### config.mk
export PLATFORM = sky130hd
export DESIGN_NAME = accum_arbiter_flat
export DESIGN_NICKNAME = d
export VERILOG_FILES = /design/src/rtl/accum_arbiter_if.sv /design/src/rtl/accum_arbiter.sv /design/src/flat_wrapper.sv
export SDC_FILE = /design/constraint.sdc
export NUM_CORES = 1
export LEC_CHECK = 0
export CORE_MARGIN = 2
export CORE_UTILIZATION = 25
export CTS_CLUSTER_SIZE = 28
export DETAILED_ROUTE_END_ITERATION = 10
export RECOVER_POWER = 100
export REMOVE_ABC_BUFFERS = 1
export SLEW_MARGIN = 20
export SYNTH_ARGS = -nofsm -noshare
export SYNTH_HDL_FRONTEND = slang
export SYNTH_SLANG_ARGS = --single-unit
### constraint.sdc
create_clock -name clk -period 2.3 [get_ports clk]
set_input_delay 0.69 -clock clk [delete_from_list [all_inputs] [get_ports clk]]
set_output_delay 0.69 -clock clk [all_outputs]
set_load 0.01 [all_outputs]
### src/rtl/accum_arbiter_if.sv
// Client-side and accumulator-side signals of the shared accumulator arbiter.
// The slave modport is the arbiter; the master modport is its environment (clients + accumulator).
interface accum_arbiter_if #(
   parameter int NUM_CLIENTS = 4,
   parameter int LEN_W       = 8
);
   logic [NUM_CLIENTS-1:0]            cl_req;
   logic [NUM_CLIENTS-1:0][LEN_W-1:0] cl_len;
   logic [NUM_CLIENTS-1:0][31:0]      cl_data;
   logic [NUM_CLIENTS-1:0]            cl_valid;
   logic [NUM_CLIENTS-1:0]            cl_ready;
   logic [NUM_CLIENTS-1:0]            cl_grant;
   logic [NUM_CLIENTS-1:0]            cl_done;
   logic [31:0]                       result;
   logic                              busy;
   logic [31:0]                       acc_data;
   logic                              acc_enable;
   logic                              acc_clear;
   logic [31:0]                       acc_accum;

   modport slave (
      input  cl_req, cl_len, cl_data, cl_valid, acc_accum,
      output cl_ready, cl_grant, cl_done, result, busy, acc_data, acc_enable, acc_clear
   );

   modport master (
      output cl_req, cl_len, cl_data, cl_valid, acc_accum,
      input  cl_ready, cl_grant, cl_done, result, busy, acc_data, acc_enable, acc_clear
   );
endinterface

### src/rtl/accum_arbiter.sv
// Round-robin arbiter time-sharing one external accumulator between NUM_CLIENTS bursts:
// clear, stream the granted client's beats, wait out accumulator latency, return the sum.
module accum_arbiter #(
   parameter int NUM_CLIENTS = 4,
   parameter int LEN_W       = 8,
   parameter int ACC_LAT     = 1
) (
   input logic            clk,
   input logic            reset,
   accum_arbiter_if.slave bus
);
   localparam int IDX_W = (NUM_CLIENTS > 1) ? $clog2(NUM_CLIENTS) : 1;
   localparam int DRN_W = $clog2(ACC_LAT + 1);

   typedef enum logic [2:0] {
      S_IDLE,
      S_CLEAR,
      S_STREAM,
      S_DRAIN,
      S_DONE
   } state_t;

   state_t                 state_q, state_d;
   logic [IDX_W-1:0]       rr_ptr_q, rr_ptr_d;
   logic [IDX_W-1:0]       gnt_idx_q, gnt_idx_d;
   logic [LEN_W-1:0]       beat_cnt_q, beat_cnt_d;
   logic [DRN_W-1:0]       drain_cnt_q, drain_cnt_d;
   logic [NUM_CLIENTS-1:0] cl_grant_q, cl_grant_d;
   logic [NUM_CLIENTS-1:0] cl_done_q, cl_done_d;
   logic [31:0]            result_q, result_d;
   logic [31:0]            acc_data_q, acc_data_d;
   logic                   acc_enable_q, acc_enable_d;
   logic                   acc_clear_q, acc_clear_d;

   logic                   sel_found;
   logic [IDX_W-1:0]       sel_idx;
   logic [IDX_W:0]         scan_idx;
   logic [IDX_W-1:0]       next_ptr;
   logic [NUM_CLIENTS-1:0] cl_ready;
   logic                   hs;

   // First requester at or after rr_ptr, wrapping modulo NUM_CLIENTS.
   always_comb begin
      sel_found = 1'b0;
      sel_idx   = '0;
      scan_idx  = '0;
      for (int k = 0; k < NUM_CLIENTS; k++) begin
         scan_idx = {1'b0, rr_ptr_q} + (IDX_W+1)'(k);
         if (scan_idx >= (IDX_W+1)'(NUM_CLIENTS))
            scan_idx = scan_idx - (IDX_W+1)'(NUM_CLIENTS);
         if (!sel_found && bus.cl_req[scan_idx[IDX_W-1:0]]) begin
            sel_found = 1'b1;
            sel_idx   = scan_idx[IDX_W-1:0];
         end
      end
   end

   assign next_ptr = (gnt_idx_q == IDX_W'(NUM_CLIENTS - 1)) ? '0 : gnt_idx_q + IDX_W'(1);
   assign cl_ready = (state_q == S_STREAM) ? cl_grant_q : '0;
   assign hs       = |(bus.cl_valid & cl_ready);

   always_comb begin
      state_d      = state_q;
      rr_ptr_d     = rr_ptr_q;
      gnt_idx_d    = gnt_idx_q;
      beat_cnt_d   = beat_cnt_q;
      drain_cnt_d  = drain_cnt_q;
      cl_grant_d   = cl_grant_q;
      cl_done_d    = '0;
      result_d     = result_q;
      acc_data_d   = acc_data_q;
      acc_enable_d = 1'b0;
      acc_clear_d  = 1'b0;
      case (state_q)
         S_IDLE: begin
            if (sel_found) begin
               gnt_idx_d  = sel_idx;
               cl_grant_d = NUM_CLIENTS'(1) << sel_idx;
               beat_cnt_d = bus.cl_len[sel_idx];
               state_d    = S_CLEAR;
            end
         end
         S_CLEAR: begin
            acc_clear_d = 1'b1;
            drain_cnt_d = DRN_W'(ACC_LAT - 1);
            state_d     = (beat_cnt_q != '0) ? S_STREAM : S_DRAIN;
         end
         S_STREAM: begin
            if (hs) begin
               acc_data_d   = bus.cl_data[gnt_idx_q];
               acc_enable_d = 1'b1;
               beat_cnt_d   = beat_cnt_q - LEN_W'(1);
               if (beat_cnt_q == LEN_W'(1))
                  state_d = S_DRAIN;
            end
         end
         // Let the last enable (or the clear, for empty bursts) reach acc_accum.
         S_DRAIN: begin
            if (drain_cnt_q == '0)
               state_d = S_DONE;
            else
               drain_cnt_d = drain_cnt_q - DRN_W'(1);
         end
         S_DONE: begin
            result_d   = bus.acc_accum;
            cl_done_d  = cl_grant_q;
            cl_grant_d = '0;
            rr_ptr_d   = next_ptr;
            state_d    = S_IDLE;
         end
         default: state_d = S_IDLE;
      endcase
   end

   always_ff @(posedge clk) begin
      if (reset) begin
         state_q      <= S_IDLE;
         rr_ptr_q     <= '0;
         gnt_idx_q    <= '0;
         beat_cnt_q   <= '0;
         drain_cnt_q  <= '0;
         cl_grant_q   <= '0;
         cl_done_q    <= '0;
         result_q     <= '0;
         acc_data_q   <= '0;
         acc_enable_q <= 1'b0;
         acc_clear_q  <= 1'b0;
      end else begin
         state_q      <= state_d;
         rr_ptr_q     <= rr_ptr_d;
         gnt_idx_q    <= gnt_idx_d;
         beat_cnt_q   <= beat_cnt_d;
         drain_cnt_q  <= drain_cnt_d;
         cl_grant_q   <= cl_grant_d;
         cl_done_q    <= cl_done_d;
         result_q     <= result_d;
         acc_data_q   <= acc_data_d;
         acc_enable_q <= acc_enable_d;
         acc_clear_q  <= acc_clear_d;
      end
   end

   assign bus.cl_ready   = cl_ready;
   assign bus.cl_grant   = cl_grant_q;
   assign bus.cl_done    = cl_done_q;
   assign bus.result     = result_q;
   assign bus.busy       = (state_q != S_IDLE);
   assign bus.acc_data   = acc_data_q;
   assign bus.acc_enable = acc_enable_q;
   assign bus.acc_clear  = acc_clear_q;
endmodule

### src/flat_wrapper.sv
// flat-port wrapper written by rule: the top's interface ports become plain ports
module accum_arbiter_flat 
#(
   parameter int NUM_CLIENTS = 4,
   parameter int LEN_W       = 8,
   parameter int ACC_LAT     = 1
)
  (clk, reset, bus_cl_req, bus_cl_len, bus_cl_data, bus_cl_valid, bus_acc_accum, bus_cl_ready, bus_cl_grant, bus_cl_done, bus_result, bus_busy, bus_acc_data, bus_acc_enable, bus_acc_clear);
  accum_arbiter_if #(.NUM_CLIENTS(NUM_CLIENTS), .LEN_W(LEN_W)) bus_i ();
  input logic clk;
  input logic reset;
  input wire logic [$bits(bus_i.cl_req)-1:0] bus_cl_req;
  input wire logic [$bits(bus_i.cl_len)-1:0] bus_cl_len;
  input wire logic [$bits(bus_i.cl_data)-1:0] bus_cl_data;
  input wire logic [$bits(bus_i.cl_valid)-1:0] bus_cl_valid;
  input wire logic [$bits(bus_i.acc_accum)-1:0] bus_acc_accum;
  output wire logic [$bits(bus_i.cl_ready)-1:0] bus_cl_ready;
  output wire logic [$bits(bus_i.cl_grant)-1:0] bus_cl_grant;
  output wire logic [$bits(bus_i.cl_done)-1:0] bus_cl_done;
  output wire logic [$bits(bus_i.result)-1:0] bus_result;
  output wire logic [$bits(bus_i.busy)-1:0] bus_busy;
  output wire logic [$bits(bus_i.acc_data)-1:0] bus_acc_data;
  output wire logic [$bits(bus_i.acc_enable)-1:0] bus_acc_enable;
  output wire logic [$bits(bus_i.acc_clear)-1:0] bus_acc_clear;
  assign bus_i.cl_req = bus_cl_req;
  assign bus_i.cl_len = bus_cl_len;
  assign bus_i.cl_data = bus_cl_data;
  assign bus_i.cl_valid = bus_cl_valid;
  assign bus_i.acc_accum = bus_acc_accum;
  assign bus_cl_ready = bus_i.cl_ready;
  assign bus_cl_grant = bus_i.cl_grant;
  assign bus_cl_done = bus_i.cl_done;
  assign bus_result = bus_i.result;
  assign bus_busy = bus_i.busy;
  assign bus_acc_data = bus_i.acc_data;
  assign bus_acc_enable = bus_i.acc_enable;
  assign bus_acc_clear = bus_i.acc_clear;
  accum_arbiter #(.NUM_CLIENTS(NUM_CLIENTS), .LEN_W(LEN_W), .ACC_LAT(ACC_LAT)) u_core (.clk(clk), .reset(reset), .bus(bus_i));
endmodule
# Word level (Yosys, flattened, before mapping)

Cells that the tools add are included.

Reduce and logical (&&, ||, !) cells: 20
Order comparisons: 10
Add/subtract/negate cells: 10
Bitwise gates (word level): 3
Shifts and indexed selects: 1
Equal/unequal tests: 10
Muxes and demuxes: 41

Operators by type and width:

| kind                | count |
|---|---|
| $bmux 32 s2         | 1 |
| $mux 32             | 1 |
| $mux 8              | 3 |
| $lt 2x3->1 const B  | 6 |
| $mux 2              | 9 |
| $bmux 8 s2          | 1 |
| $pmux 8 s2          | 1 |
| $mux 1              | 12 |
| $mux 3              | 4 |
| $pmux 3 s4          | 1 |
| $ge 3x3->1 const B  | 3 |
| $bmux 1 s2          | 4 |
| $eq 8x1->1 const B  | 1 |
| $mux 4              | 2 |
| $pmux 4 s2          | 1 |
| $reduce_bool 8->1   | 1 |
| $sub 2x1->2 const B | 4 |
| $sub 8x1->8 const B | 1 |
| $add 2x2->3 const B | 2 |
| $eq 3x2->1 const B  | 2 |
| $reduce_and 2->1    | 3 |
| $reduce_bool 2->1   | 3 |
| $and 4x4->4         | 1 |
| $ne 2x1->1 const B  | 2 |
| other kinds (19)    | 26 |

Input port bits: 202
Output and inout bits: 79
Word-level logic and storage cells: 106
Register bits: 90

# Depth between registers and ports, before layout

Gate-level depths: netlist (run 1).

Depth after elaboration: 18
Gate-level depth with buffers: 10
Gate-level depth less buffers: 7

# Worst setup path after synthesis (run 1)

OpenSTA, ideal clock, no wires.

Kind: input to register
Start point: input port bus_cl_req[2]
End point: register u_core.beat_cnt_q[1]
Buffers on the path: 2
Required time: 2.181 ns
Arrival time: 1.905 ns
Setup time: 0.119 ns
Stages: 8
Slack: 0.276 ns
Cells stage by stage: mux2i_1 -> o22ai_2 -> or2_1 -> buf_4 -> buf_6 -> mux2i_1 -> o22ai_1 -> o221a_2

Cells in the longest elaborated chain, start to end: 16
Elaborated cells between the ends (all ways): 28
Those cells by class: eq/ne (1); mux (20); reduce/logical (7)

RTL lines:

| item                         | line                 | source |
|---|---|---|
| start, declared              | flat_wrapper.sv:12   | `input wire logic [$bits(bus_i.cl_req)-1:0] bus_cl_req;` |
| $bmux 1 s2                   | accum_arbiter.sv:51  | `if (!sel_found && bus.cl_req[scan_idx[IDX_W-1:0]]) begin` |
| $mux 1 (implied by the code) | accum_arbiter.sv:51  |  |
| $mux 1                       | accum_arbiter.sv:51  |  |
| $logic_not 1->1              | accum_arbiter.sv:51  |  |
| $logic_and 1x1->1            | accum_arbiter.sv:51  |  |
| $mux 1                       | accum_arbiter.sv:51  |  |
| $logic_not 1->1              | accum_arbiter.sv:51  |  |
| $logic_and 1x1->1            | accum_arbiter.sv:51  |  |
| $mux 1                       | accum_arbiter.sv:51  |  |
| $logic_not 1->1              | accum_arbiter.sv:51  |  |
| $logic_and 1x1->1            | accum_arbiter.sv:51  |  |
| $mux 2                       | accum_arbiter.sv:51  |  |
| $bmux 8 s2                   | accum_arbiter.sv:79  | `beat_cnt_d = bus.cl_len[sel_idx];` |
| $mux 8 (implied by the code) | accum_arbiter.sv:79  |  |
| $mux 8                       | accum_arbiter.sv:76  | `if (sel_found) begin` |
| $pmux 8 s2                   | accum_arbiter.sv:74  | `case (state_q)` |
| end signal, assigned         | accum_arbiter.sv:132 | `beat_cnt_q <= beat_cnt_d;` |
| end, declared                | accum_arbiter.sv:26  | `logic [LEN_W-1:0] beat_cnt_q, beat_cnt_d;` |

Several ways; a longest one is shown, not always the timed one. The select of a mux whose other input is x is not followed.
A chain may end at the register's enable or synchronous reset.

# Final worst setup path (run 1)

Start point: register u_core.state_q[1]
End point: output port bus_cl_ready[0]

Cells in the longest elaborated chain, start to end: 2

RTL lines:

| item                   | line                 | source |
|---|---|---|
| start, declared        | accum_arbiter.sv:23  | `state_t state_q, state_d;` |
| start signal, assigned | accum_arbiter.sv:129 | `state_q <= state_d;` |
| $eq 3x2->1             | accum_arbiter.sv:59  | `assign cl_ready = (state_q == S_STREAM) ? cl_grant_q : '0;` |
| $mux 4                 | accum_arbiter.sv:59  |  |
| end, declared          | flat_wrapper.sv:17   | `output wire logic [$bits(bus_i.cl_ready)-1:0] bus_cl_ready;` |

Every way passes these cells.

==> flow_summary.yaml, run 1 <==
status:
  status: "complete, no violations"
place:
  hpwl_mm: 12.7
  dpl.cell_count: 1001
  io_buffers: 280
  gp_congestion: 0.781
  post-place-ws_ps: -243
yosys:
  synth.most_common_cell: "nand2_1"
  synth_common_cells: "nand2_1, dfxtp_1, a21oi_1, mux4_2, clkbuf_1"
  synthTopCellsByArea: "dfxtp_1, mux4_2, nand2_1, a21oi_1, mux2i_1"
  syn_area_sq_um: 4500
  synthArstFlopShare: 0
  synth_seq_cells: 89
  syn_inst: 499
  ys_warn_count: 0
  yosysTopAreaCellShare: 0.396
  yosysTopAreaCell: "dfxtp_1"
  syn_avg_cell_area_sq_um: 9.02
  yosysSeqAreaShare: 0.396
  synth_edf_count: 0
  synthFlopType: "dfxtp_1"
  synth_cell_types: 53
global_routing:
  grtUsageMet2: 0.289
  grt_pass1_wl_mm: 25.6
  antenna_found_initial: 0
  busiest_layer: "met2"
  grt_pass1_vias: 4863
  grtUsageTotal: 0.167
  globalRouteMet1Util: 0.197
  met3_usage: 0.0520
  gr-total-overflow: 0
  grt_max_degree: 44
min_path:
  hold_class: "reg -> reg"
  hp-start: "u_core.bus.result[16]"
  hold_depth: 2
sta:
  slew_violations: 0
  period_share: 0.970
  fin_skew_ps: 5.95
  hold_viol_final: 0
  relSlewSlack: 0.451
  min_period_ps: 2230
  rsz0062_at_grt: "no"
  setup_slack_ps: 69.1
  max_freq_ghz: 0.448
  worstMarginPinSlew_ps: 823
  setup_viol: 0
die:
  fp-row-count: 49
  chipHeight_um: 138
  io-pin-count: 281
  initial_utilization: 0.253
  dieArea_sq_um: 19100
  core_sq_um: 17800
  dieWidth_um: 138
power_and_ir_drop:
  irDropWorstVdd_uv: 367
  p_leak_uw: 0.00309
  power_density_nw_per_um2: 715
clock_network:
  clkLatencyLatePin_ps: 340
  numCtsBuffers: 9
  htree_num_levels: 3
  cts_tree: "built"
  cts_hold_buf: 0
  clk_pin_slew_ps: 60
  ctsRootBufferMaster: "clkbuf_16"
  numClockSinks: 89
  cts_buffer_depth: 2
detailed_routing:
  drtIter0Drc: 174
  drt-vias-per-instance: 4.67
  drc: 0
  vias: 4757
  wl_per_cell_um: 15.8
  ant_nets: 0
  drt-total-wl_mm: 16.1
  drt_pre_antenna_iters: 4
setup_path:
  timing.rr.start: "u_core.state_q[0]"
  r2r_setup_slack_ps: 360
  crit_required_ps: 1610
  crit_path_frequent_cell: "buf_4"
  cp_slowest_stage_delay_ps: 340
  crit_start: "u_core.state_q[1]"
  path_class: "reg -> out"
  crit_path_end: "bus_cl_ready[0]"
  r2r-end: "u_core.bus.acc_data[31]"
  worstRegToRegCells: 6
  crit_slowest_cell: "dfxtp_2"
  worst_ep_arrival_time_ps: 1540
  critPathMaxFanout: 5
  path_cells: "nor3b_2, buf_4, buf_4, and2_1, dlygate4sd2_1"
  cp-end-kind: "output pin"
  start_kind: "flop"
final_layout:
  final_cells: 1019
  fillers: 1781
  nets: 991
  syn2layout_area_growth_pct: 77.9
  drive_above_1_share: 0.124
  n_antenna_cell: 0
job:
  cap_violations: 0
sequential cells by signal (all words and copies together) (netlist names):
signal,count
u_core.bus.cl_done,4
u_core.bus.acc_data,32
u_core.bus.acc_clear,1
u_core.state_q,3
u_core.bus.result,32
u_core.gnt_idx_q,2
u_core.beat_cnt_q,8
u_core.bus.acc_enable,1
u_core.bus.cl_grant,4
u_core.rr_ptr_q,2
per-layer routing:
layer,vias up,share of wire
met3,16,0.089
met1,2185,0.40
li1,2348,-
met5,-,0
met2,208,0.50
met4,0,0.015
repair_timing:
action,CTS,global route
endpoints found under the setup margin,5,7
gates resized for setup,6,5
buffers inserted,2,0
where the power goes:
group / switching, uW / internal (uW)
clock: 629 / 986
combinational: 997 / 1250
sequential: 157 / 1710
total: 1780 / 3940
kinds of logic after synthesis:
kind of cell / count (synthesis) / share of synthesized area
AO/OA/AOI/OAI: 113 / 0.150
AND/OR/NAND/NOR: 196 / 0.193
XOR/XNOR: 7 / 0.0136
buffers and inverters: 46 / 0.0492
multiplexers: 44 / 0.187
flip-flops: 89 / 0.396
adder cells (fa/ha/maj): 4 / 0.0111
placed cells by master (no fill, tap or decap), drive strengths merged, types with 3 or more instances in the layout:
cell           Yosys  routed
inv                5       6
dfxtp             89      89
a22oi              3       3
dlygate4sd3        0      75
o221a              4       4
and2               9       9
a211oi             4       4
dlygate4sd2        0       5
xnor2              5       5
buf               17      30
clkdlybuf4s50      0     198
o21ai              8       8
o22ai              6       6
and3               4       4
clkbuf            24      17
nor3              10      10
nand2b             3       3
nand3              5       5
mux2i             12      12
ha                 4       4
nand2            139     139
a21oi             75      75
nor2              11      11
o21a               4       4
mux4              32      32
worst min-delay path by stage:
stage,endpoint,slack (ps)
3_5_place_dp,u_core.bus.acc_data[7],450
3_3_place_gp,u_core.bus.acc_data[20],440
5_1_grt,u_core.bus.result[15],470
2_1_floorplan,u_core.bus.acc_data[0],470
6_report,u_core.bus.result[16],450
4_1_cts,u_core.bus.acc_data[7],460
worst max-delay path: cells and delay by family (launching register included):
kind          cells  cell delay (ps)
buf+inv           3              570
flops             1              340
simple gates      2              300
cell type report:
class,count,area [sq um],share of cell area
inverters,5,18.8,0.00234
clock inverters,6,90.1,0.0113
repair buffers,316,3080,0.385
multi-input cells,364,2500,0.313
well taps,229,287,0.0358
flip-flops and latches,89,1790,0.223
clock buffers,10,239,0.0299
through the flow:
| step | instance area (sq um) | TNS, ps | utilization | power, uW | hold slack [ps] |
|---|---|---|---|---|---|
| 2_1_floorplan | 4300 | -2850 | - | 3100 | 474 |
| 3_3_place_gp | 7690 | -2240 | 0.432 | 4200 | 440 |
| 3_5_place_dp | 7690 | -2670 | 0.432 | 4210 | 448 |
| 4_1_cts | 8030 | 0 | 0.451 | 5870 | 455 |
| 5_1_grt | 8000 | 0 | 0.450 | 6080 | 467 |
| 6_report | 8000 | 0 | 0.450 | 5730 | 450 |
No activity file was read; power rests on OpenSTA's default activity.
==> run 2, diff against run 1 <==
SKIP_LAST_GASP = 1   (was default)
==> run 2 against run 1 <==
Against the previous run: core utilization rose by 0.18 points; register-to-register slack improved by 30 ps; sequential share of layout area fell by 0.11 points; via count fell by 0.19%; global-route usage did not move; die area did not move; sequential power barely moved; critical path depth did not move; count of clock-buffer cells in the layout did not move; largest cell class unchanged; largest power group unchanged; highest routed layer unchanged.
==> flow_summary.yaml, run 2 (synthesized netlist as in run 1, its figures left out) <==
clock_network:
  cts_hold_buf: 0
  numClockSinks: 89
  cts_tree: "built"
  clkLatencyLatePin_ps: 340
  clk_pin_slew_ps: 60
  ctsRootBufferMaster: "clkbuf_16"
  htree_num_levels: 3
  numCtsBuffers: 9
  cts_buffer_depth: 2
power_and_ir_drop:
  p_leak_uw: 0.00284
  power_density_nw_per_um2: 719
  irDropWorstVdd_uv: 367
detailed_routing:
  drt_pre_antenna_iters: 4
  wl_per_cell_um: 15.8
  drc: 0
  vias: 4748
  met2WireLength_mm: 7.99
  drt-total-wl_mm: 16.1
  routed.top_layer: "met4"
  wl_met3_mm: 1.43
  ant_nets: 0
  drt-vias-per-instance: 4.66
  met1_length_mm: 6.46
  drtIter0Drc: 191
min_path:
  hold_class: "reg -> reg"
die:
  dieWidth_um: 138
  fp-row-count: 49
  io-pin-count: 281
  initial_utilization: 0.253
  dieArea_sq_um: 19100
  core_sq_um: 17800
  chipHeight_um: 138
setup_path:
  critPathMaxFanout: 5
  path_class: "reg -> out"
  cp-end-kind: "output pin"
  path_cells: "nor3b_2, buf_4, buf_4, and2_1, dlygate4sd2_1"
  crit_path_frequent_cell: "buf_4"
  path_delay_family: "buffers and inverters"
  cp_slowest_stage_delay_ps: 420
  crit_slowest_cell: "dfxtp_1"
  critPathBufInv: 3
  crit_required_ps: 1610
  start_kind: "flop"
  worst_ep_arrival_time_ps: 1550
final_layout:
  layout_common_cells: "clkdlybuf4s50_1, nand2_1, dfxtp_1, a21oi_1, mux4_2"
  n_antenna_cell: 0
  fin_util: 0.452
  nets: 991
  final_common_cell: "clkdlybuf4s50_1"
  drive_above_1_share: 0.125
  syn2layout_area_growth_pct: 78.6
sta:
  fin_skew_ps: 5.68
  rsz0062_at_grt: "yes"
  slew_violations: 0
  min_period_ps: 2240
  period_share: 0.974
  max_freq_ghz: 0.446
  hold_viol_final: 0
  relSlewSlack: 0.609
  worstMarginPinSlew_ps: 585
  setup_slack_ps: 58.9
  setup_viol: 0
job:
  cap_violations: 0
place:
  io_buffers: 280
  post-place-ws_ps: -243
  gp_congestion: 0.781
  hpwl_mm: 12.7
global_routing:
  grtUsageTotal: 0.167
  gr-total-overflow: 0
  grt_max_degree: 44
  grt_pass1_vias: 4863
  grt_pass1_wl_mm: 25.6
  antenna_found_initial: 0
status:
  status: "complete, no violations"
[run 2: cell types whose count changed in the layout (fill, tap and decap cells not counted), moves of 2 or more]
cell	delta
buf_12	+2
clkbuf_2	-2
clkdlybuf4s50_1	+75
buf_4	+4
clkbuf_4	-2
dlygate4sd3_1	-75
[run 2: worst paths after layout]
path | startpoint | end | slack [ps] | depth (start not counted)
hold / removal | u_core.bus.result[11] | u_core.bus.result[11] | 450 | 2
setup reg to reg | u_core.state_q[0] | u_core.beat_cnt_q[7] | 390 | 6
hold reg to reg | u_core.bus.result[11] | u_core.bus.result[11] | 450 | 2
setup / recovery | u_core.state_q[0] | bus_cl_ready[0] | 60 | 5
[run 2: worst min-delay path, delay by kind of cell (launching register included)]
| kind | cells | cell delay, ps |
|---|---|---|
| AOI/OAI and AO/OA | 1 | 50 |
| DFF | 1 | 310 |
| and+or+nand+nor | 1 | 50 |
[run 2: report_power, final]
| group | switching [uW] | internal (uW) | total, uW |
|---|---|---|---|
| clock network | 626 | 985 | 1610 |
| registers | 162 | 1710 | 1870 |
| logic | 999 | 1290 | 2290 |
| total | 1790 | 3990 | 5780 |
[run 2: final cells by class]
| type | instances | area (sq um) |
|---|---|---|
| clock inverters | 6 | 90.1 |
| flip-flops and latches | 89 | 1780 |
| repair buffers | 316 | 3110 |
| inverters | 5 | 18.8 |
| well taps | 229 | 287 |
| clock buffers | 10 | 239 |
| fillers | 1775 | 9740 |
| multi-input cells | 364 | 2510 |
[run 2: repair_timing]
| action | 4_1_cts | 5_1_grt |
|---|---|---|
| resized for setup | 6 | 4 |
| endpoints found under the setup margin | 5 | 7 |
| buffers inserted | 2 | 0 |
[run 2: per-stage QoR]
| stage | cells | hold slack (ps) | cell area (sq um) | total power [uW] | setup TNS, ps |
|---|---|---|---|---|---|
| floorplan | 458 | 474 | 4300 | 3100 | -2850 |
| global placement | 1001 | 440 | 7690 | 4200 | -2240 |
| detailed placement | 1001 | 448 | 7690 | 4210 | -2670 |
| CTS | 1019 | 455 | 8030 | 5870 | 0 |
| global route | 1019 | 469 | 8040 | 6130 | -5.79 |
| finish | 1019 | 453 | 8040 | 5780 | 0 |
[run 2: metal layers]
metal | up-vias | track usage
li1 | 2342 | -
met1 | 2187 | 0.197
met2 | 205 | 0.289
met3 | 14 | 0.0520
met4 | 0 | 0.0532
met5 | - | 0
